==> config.mk <==
export PLATFORM = sky130hd
export DESIGN_NAME = ps2_key_ctrl_decoder_flat
export DESIGN_NICKNAME = d
export VERILOG_FILES = /design/src/rtl/ps2_key_ctrl_decoder_if.sv /design/src/rtl/ps2_key_ctrl_decoder.sv /design/src/flat_wrapper.sv
export SDC_FILE = /design/constraint.sdc
export NUM_CORES = 1
export LEC_CHECK = 0
export ABC_AREA = 1
export CAP_MARGIN = 5
export CORE_MARGIN = 5
export CORE_UTILIZATION = 48
export DETAILED_ROUTE_END_ITERATION = 8
export GPL_ROUTABILITY_DRIVEN = 0
export PLACE_DENSITY_LB_ADDON = 0.15
export SLEW_MARGIN = 20
export SYNTH_ARGS = -nofsm -noshare
export SYNTH_HDL_FRONTEND = slang
export SYNTH_SLANG_ARGS = --single-unit
==> constraint.sdc <==
create_clock -name clk_sys -period 1.33 [get_ports clk_sys]
set_input_delay 0.266 -clock clk_sys [delete_from_list [all_inputs] [get_ports clk_sys]]
set_output_delay 0.266 -clock clk_sys [all_outputs]
set_load 0.005 [all_outputs]
==> src/rtl/ps2_key_ctrl_decoder_if.sv <==
// ---------------------------------------------------------------------------
// ps2_key_ctrl_decoder_if
// Raw key-event stream from the PS/2 control decoder to a debug/OSD consumer.
//   ev_data     {pressed, extended, scancode} at the queue head
//   ev_valid    queue non-empty
//   ev_ready    consumer pops the head when ev_valid && ev_ready
//   ev_overflow sticky: an event was dropped because the queue was full
// master: the decoder (producer); slave: the consumer.
// ---------------------------------------------------------------------------
interface ps2_key_ctrl_decoder_if;
    logic [9:0] ev_data;
    logic       ev_valid;
    logic       ev_ready;
    logic       ev_overflow;

    modport master (
        output ev_data,
        output ev_valid,
        output ev_overflow,
        input  ev_ready
    );

    modport slave (
        input  ev_data,
        input  ev_valid,
        input  ev_overflow,
        output ev_ready
    );
endinterface

==> src/rtl/ps2_key_ctrl_decoder.sv <==
// ---------------------------------------------------------------------------
// ps2_key_ctrl_decoder
// Decodes the hps_io ps2_key event word into held arcade controls, stretches
// coin presses into a coin pulse and, optionally, queues raw key events.
//
// Optional feature macro: PS2_KEY_EVENT_FIFO_EN
//   defined   : every detected event is queued in a FIFO_DEPTH-entry FIFO
//   undefined : no queue; ev_data/ev_valid/ev_overflow tied low, ev_ready ignored
//
// Ports
//   clk_sys     in   system clock, all registers on its rising edge
//   reset_n     in   asynchronous active-low reset
//   ps2_key     in   [10] toggle, [9] pressed, [8] extended, [7:0] scancode
//   clear       in   synchronous release of all held controls and coin pulse
//   ctrl        out  0 up, 1 down, 2 left, 3 right, 4 fire1, 5 fire2,
//                    6 coin, 7 start1, 8 start2
//   coin_pulse  out  high for COIN_PULSE_CYCLES after a coin press
//   ev          if   raw event stream (master modport)
// ---------------------------------------------------------------------------
module ps2_key_ctrl_decoder #(
    parameter logic [15:0] COIN_PULSE_CYCLES = 16'd48000,
    parameter int          FIFO_DEPTH        = 8
) (
    input  logic                          clk_sys,
    input  logic                          reset_n,
    input  logic [10:0]                   ps2_key,
    input  logic                          clear,
    output logic [8:0]                    ctrl,
    output logic                          coin_pulse,
    ps2_key_ctrl_decoder_if.master        ev
);

    // state    | meaning
    // ST_PRIME | first edge after reset: adopt current toggle level, no event
    // ST_RUN   | normal operation: toggle change strobes one event
    typedef enum logic {
        ST_PRIME = 1'b0,
        ST_RUN   = 1'b1
    } state_t;

    // Internal held-bit indices; fire1 has two physical sources.
    localparam int H_UP     = 0;
    localparam int H_DOWN   = 1;
    localparam int H_LEFT   = 2;
    localparam int H_RIGHT  = 3;
    localparam int H_LCTRL  = 4;
    localparam int H_SPACE  = 5;
    localparam int H_FIRE2  = 6;
    localparam int H_COIN   = 7;
    localparam int H_START1 = 8;
    localparam int H_START2 = 9;

    state_t      state_q, state_d;
    logic [10:0] key_q;
    logic        tog_q, tog_d;
    logic        ev_stb;
    logic [9:0]  held_q, held_d;
    logic [15:0] coin_cnt_q, coin_cnt_d;
    logic        coin_press;

    // key_q has no reset so that, as long as clk_sys runs during reset, the
    // priming edge sees the live toggle level rather than a reset constant.
    always_ff @(posedge clk_sys) begin
        key_q <= ps2_key;
    end

    always_ff @(posedge clk_sys or negedge reset_n) begin
        if (!reset_n) begin
            state_q    <= ST_PRIME;
            tog_q      <= 1'b0;
            held_q     <= '0;
            coin_cnt_q <= '0;
        end else begin
            state_q    <= state_d;
            tog_q      <= tog_d;
            held_q     <= held_d;
            coin_cnt_q <= coin_cnt_d;
        end
    end

    always_comb begin
        state_d = state_q;
        tog_d   = tog_q;
        ev_stb  = 1'b0;
        case (state_q)
            ST_PRIME: begin
                state_d = ST_RUN;
                tog_d   = key_q[10];
            end
            ST_RUN: begin
                // tog_q follows regardless of clear so no event is ever lost
                if (key_q[10] != tog_q) begin
                    ev_stb = 1'b1;
                    tog_d  = key_q[10];
                end
            end
            default: state_d = ST_PRIME;
        endcase
    end

    always_comb begin
        held_d     = held_q;
        coin_press = 1'b0;
        if (ev_stb) begin
            case (key_q[8:0])
                9'h175: held_d[H_UP]     = key_q[9];
                9'h172: held_d[H_DOWN]   = key_q[9];
                9'h16B: held_d[H_LEFT]   = key_q[9];
                9'h174: held_d[H_RIGHT]  = key_q[9];
                9'h014: held_d[H_LCTRL]  = key_q[9];
                9'h011: held_d[H_FIRE2]  = key_q[9];
                9'h029: held_d[H_SPACE]  = key_q[9];
                9'h02E: begin
                    held_d[H_COIN] = key_q[9];
                    coin_press     = key_q[9];
                end
                9'h016: held_d[H_START1] = key_q[9];
                9'h01E: held_d[H_START2] = key_q[9];
                default: ;
            endcase
        end
        if (clear) begin
            held_d = '0;
        end
    end

    // Coin release never touches the counter; a repeated press restarts it.
    always_comb begin
        coin_cnt_d = coin_cnt_q;
        if (clear) begin
            coin_cnt_d = '0;
        end else if (coin_press) begin
            coin_cnt_d = COIN_PULSE_CYCLES;
        end else if (coin_cnt_q != 16'd0) begin
            coin_cnt_d = coin_cnt_q - 16'd1;
        end
    end

    assign coin_pulse = (coin_cnt_q != 16'd0);
    assign ctrl = {held_q[H_START2], held_q[H_START1], held_q[H_COIN],
                   held_q[H_FIRE2], held_q[H_LCTRL] | held_q[H_SPACE],
                   held_q[H_RIGHT], held_q[H_LEFT], held_q[H_DOWN],
                   held_q[H_UP]};

`ifdef PS2_KEY_EVENT_FIFO_EN
    localparam int AW = (FIFO_DEPTH > 1) ? $clog2(FIFO_DEPTH) : 1;

    logic [9:0]    mem_q [FIFO_DEPTH];
    logic [AW-1:0] wr_q, wr_d;
    logic [AW-1:0] rd_q, rd_d;
    logic [AW:0]   fcnt_q, fcnt_d;
    logic          ovf_q, ovf_d;
    logic          empty, full, push, pop;

    assign empty = (fcnt_q == '0);
    assign full  = (fcnt_q == (AW+1)'(FIFO_DEPTH));
    assign pop   = ev.ev_ready && !empty;
    // A simultaneous pop frees a slot, so a full queue can still accept.
    assign push  = ev_stb && (!full || pop);

    always_comb begin
        wr_d   = wr_q;
        rd_d   = rd_q;
        fcnt_d = fcnt_q;
        ovf_d  = ovf_q;
        if (push) begin
            wr_d = wr_q + AW'(1);
        end
        if (pop) begin
            rd_d = rd_q + AW'(1);
        end
        if (push && !pop) begin
            fcnt_d = fcnt_q + (AW+1)'(1);
        end else if (pop && !push) begin
            fcnt_d = fcnt_q - (AW+1)'(1);
        end
        if (ev_stb && !push) begin
            ovf_d = 1'b1;
        end
    end

    always_ff @(posedge clk_sys or negedge reset_n) begin
        if (!reset_n) begin
            wr_q   <= '0;
            rd_q   <= '0;
            fcnt_q <= '0;
            ovf_q  <= 1'b0;
        end else begin
            wr_q   <= wr_d;
            rd_q   <= rd_d;
            fcnt_q <= fcnt_d;
            ovf_q  <= ovf_d;
        end
    end

    always_ff @(posedge clk_sys) begin
        if (push) begin
            mem_q[wr_q] <= key_q[9:0];
        end
    end

    // Head is driven from registers only; masked to zero while empty.
    assign ev.ev_data     = empty ? 10'h000 : mem_q[rd_q];
    assign ev.ev_valid    = !empty;
    assign ev.ev_overflow = ovf_q;
`else
    logic unused_ok;
    assign unused_ok = &{1'b0, ev.ev_ready, FIFO_DEPTH[0]};

    assign ev.ev_data     = 10'h000;
    assign ev.ev_valid    = 1'b0;
    assign ev.ev_overflow = 1'b0;
`endif

endmodule

==> src/flat_wrapper.sv <==
// flat-port wrapper written by rule: the top's interface ports become plain ports
module ps2_key_ctrl_decoder_flat 
#(
    parameter logic [15:0] COIN_PULSE_CYCLES = 16'd48000,
    parameter int          FIFO_DEPTH        = 8
)
  (clk_sys, reset_n, ps2_key, clear, ctrl, coin_pulse, ev_ev_data, ev_ev_valid, ev_ev_overflow, ev_ev_ready);
  ps2_key_ctrl_decoder_if ev_i ();
  input  logic clk_sys;
  input  logic reset_n;
  input  logic [10:0] ps2_key;
  input  logic clear;
  output logic [8:0] ctrl;
  output logic coin_pulse;
  output wire logic [$bits(ev_i.ev_data)-1:0] ev_ev_data;
  output wire logic [$bits(ev_i.ev_valid)-1:0] ev_ev_valid;
  output wire logic [$bits(ev_i.ev_overflow)-1:0] ev_ev_overflow;
  input wire logic [$bits(ev_i.ev_ready)-1:0] ev_ev_ready;
  assign ev_ev_data = ev_i.ev_data;
  assign ev_ev_valid = ev_i.ev_valid;
  assign ev_ev_overflow = ev_i.ev_overflow;
  assign ev_i.ev_ready = ev_ev_ready;
  ps2_key_ctrl_decoder #(.COIN_PULSE_CYCLES(COIN_PULSE_CYCLES), .FIFO_DEPTH(FIFO_DEPTH)) u_core (.clk_sys(clk_sys), .reset_n(reset_n), .ps2_key(ps2_key), .clear(clear), .ctrl(ctrl), .coin_pulse(coin_pulse), .ev(ev_i));
endmodule
==> flow_metrics.tcl <==
set metrics [dict create \
    status "complete, but fails checks" \
    violations "negative setup slack" \
    initial_utilization_pct 50.1 \
    ys_seq_elements 39 \
    fmax_mhz 620 \
    layout.area.seq_um2 926 \
    clkTransAtPathRegs_ns 0.08 \
    dr.first_iter.drc_count 97 \
    p_total_mw 6.39 \
    worst_slack_ns -0.282 \
    ant_nets 0 \
    cp_data_arrival_time_ns 1.35 \
    crit_chain "inv_2, ha_4, nand2_4, nor2_4, nand3b_4, buf_6" \
    worstHoldPathType "in2async" \
    syn-cell-area_mm2 0.00221 \
    crit_type "reg2out" \
    path_delay_family "flip-flops" \
    drive_gt1_share_pct 33.4 \
    clk_path_buf_depth 2 \
    dp_hpwl_mm 3.64 \
    grt_pass1_vias 1845 \
    synth_compound_area_share_pct 4.36 \
    pin_count 37 \
    routed_wl_mm 5.31 \
    area.growth.synth_to_final_pct 41.6 \
    ir_worst_vdd_uv 884 \
    crit_required_ns 1.06 \
    setup_violations 22 \
    max_stage_delay_ns 0.40 \
    period_minus_slack_ns 1.61 \
    fin_util_pct 70.9 \
    power.leakage_nw 1.72 \
    cts_tree "done" \
    path_max_fanout 2 \
    fin_cells 432 \
    multiInputGateArea_mm2 0.00112 \
    syn-mean-instance-area_um2 7.37 \
    die_area_mm2 0.00606 \
    postCtsHoldBufs 0 \
    seq_area_frac_synth_pct 41.7 \
    grt_setup_unrepaired "yes" \
    place_ws_ns -0.316 \
    cts_sinks 39 \
    synthMuxAreaShare_pct 0 \
    numCtsBuffers 5 \
    diodes 0 \
    fin_crit_sh_pct 121 \
    fin_nets 395 \
    hold_viol 0 \
    clk_latency_ns 0.29 \
    grt_overflow 0 \
    dr.pass1.iters 4 \
    reg2reg_slack_ns -0.23 \
    p_per_area_mw_per_mm2 2040 \
    ys.flop_type "dfrtp_1" \
    final_area_mm2 0.00313 \
    endpoint_kind "primary output" \
    port_buffers 23 \
    fillerInstances 363 \
    place_area_mm2 0.00275 \
    vias 2067 \
    dp_cells 410 \
    synth-edff-count 0 \
    grt_start_max_net_pins 29 \
    final_cell_mix "nand2_1 (59), buf_4 (55), inv_1 (38)" \
    rows 24 \
    mostFrequentLayoutCell "nand2_1" \
    final.setup_skew_ns 0.00684 \
    antenna_found_initial 0 \
    synthCells 300 \
    synthAdderAreaFrac_pct 0.566 \
    fp.dieW_um 77.9 \
    clockRootBuffer "clkbuf_8" \
    path_buf_inv 2 \
    grt.total_usage_pct 16.4 \
    ys_async_sr_fraction_pct 71.8 \
    synth_top_family_by_area "simple AND/OR/NAND/NOR gates" \
    synth.distinct_cells 27 \
    final_max_slew_viol_count 0 \
    synth_warnings 0 \
    grt_pass1_wl_mm 8.05 \
    drc 0 \
    synth_xor_area_share_pct 0.793 \
    crit_path_start_kind "register" \
    maxCapViolCount 0 \
    core_mm2 0.00441 \
    floorplan.die.height_um 77.9 \
    via_per_inst 4.78 \
    cpMaxStageDelayCell "dfrtp_1" \
    wire_per_inst_um 12.3 \
    cts_max_level 2 \
    synth-simple-area-share_pct 35.7 \
]
Yosys cell counts, types with 2 or more instances:
master   count  share of area [%]
buf_4       20                6.8
buf_6        2                1.0
conb_1       2               0.34
dfrtp_1     28                 32
dfxtp_1     11                 10
inv_1       45                7.6
nand2_1     65                 11
nand2_2      3               0.85
nand3_1     22                5.0
nand4_1     14                4.0
nor2_1      46                7.8
nor2_2       4                1.1
nor2_4       5                2.5
nor3_1       3               0.68
o21ai_0     15                3.4
or2_2        3               0.85
xor2_1       2               0.79
registers in the layout (all words and copies together) (netlist names):
| name | cells |
|---|---|
| u_core.key_q | 11 |
| u_core.held_q | 10 |
| u_core.coin_cnt_q | 16 |
| u_core.state_q | 1 |
| u_core.tog_q | 1 |
cells by family after synthesis:
family,after synthesis
buf+inv,71
other cells,2
xor+xnor,2
fa+ha+maj,1
compound gates,17
simple gates,168
flops,39
stage by stage:
step                setup TNS (ns)  hold slack, ns
floorplan                        0         -0.0296
global placement             -3.58           0.349
detailed placement           -4.19           0.353
CTS                          -3.39           0.338
global route                 -5.36           0.341
finish                       -3.55           0.333
power breakdown:
part / internal, mW / switching, mW / leakage, nW
clock network: 0.474 / 0.404 / 0.0515
logic: 1.96 / 1.99 / 1.20
registers: 1.43 / 0.145 / 0.470
total: 3.86 / 2.53 / 1.72
area by class of cell:
| type | count | area share, % |
|---|---|---|
| Clock buffer | 8 | 3.20 |
| Inverter | 47 | 5.88 |
| Multi-Input combinational cell | 201 | 35.8 |
| Timing Repair Buffer | 85 | 23.4 |
| Tap cell | 52 | 2.08 |
| Sequential cell | 39 | 29.6 |
layer usage:
layer	routed length [um]	vias up	global-route usage (%)
met5	0	-	0
met4	89	0	5.15
met3	204	10	3.01
met2	2900	46	30.7
met1	2120	949	18.5
li1	-	1062	-
timing repair:
action / CTS / global route
resized for setup: 22 / 57
buffers inserted: 7 / 8
pin swaps: 10 / 21
endpoints found under the setup margin: 27 / 28
hold endpoints to repair: 0 / 0
worst paths after layout:
check	start	end	cells past startpoint
max in group asynchronous	reset_n	u_core.held_q[9]	2
min reg2reg	u_core.key_q[10]	u_core.tog_q	0
min in group clk_sys	u_core.key_q[10]	u_core.tog_q	0
max	u_core.coin_cnt_q[1]	coin_pulse	6
max reg2reg	u_core.coin_cnt_q[1]	u_core.coin_cnt_q[12]	12
min	reset_n	u_core.coin_cnt_q[11]	2
Note: power is estimated with default switching activity, not from simulation.
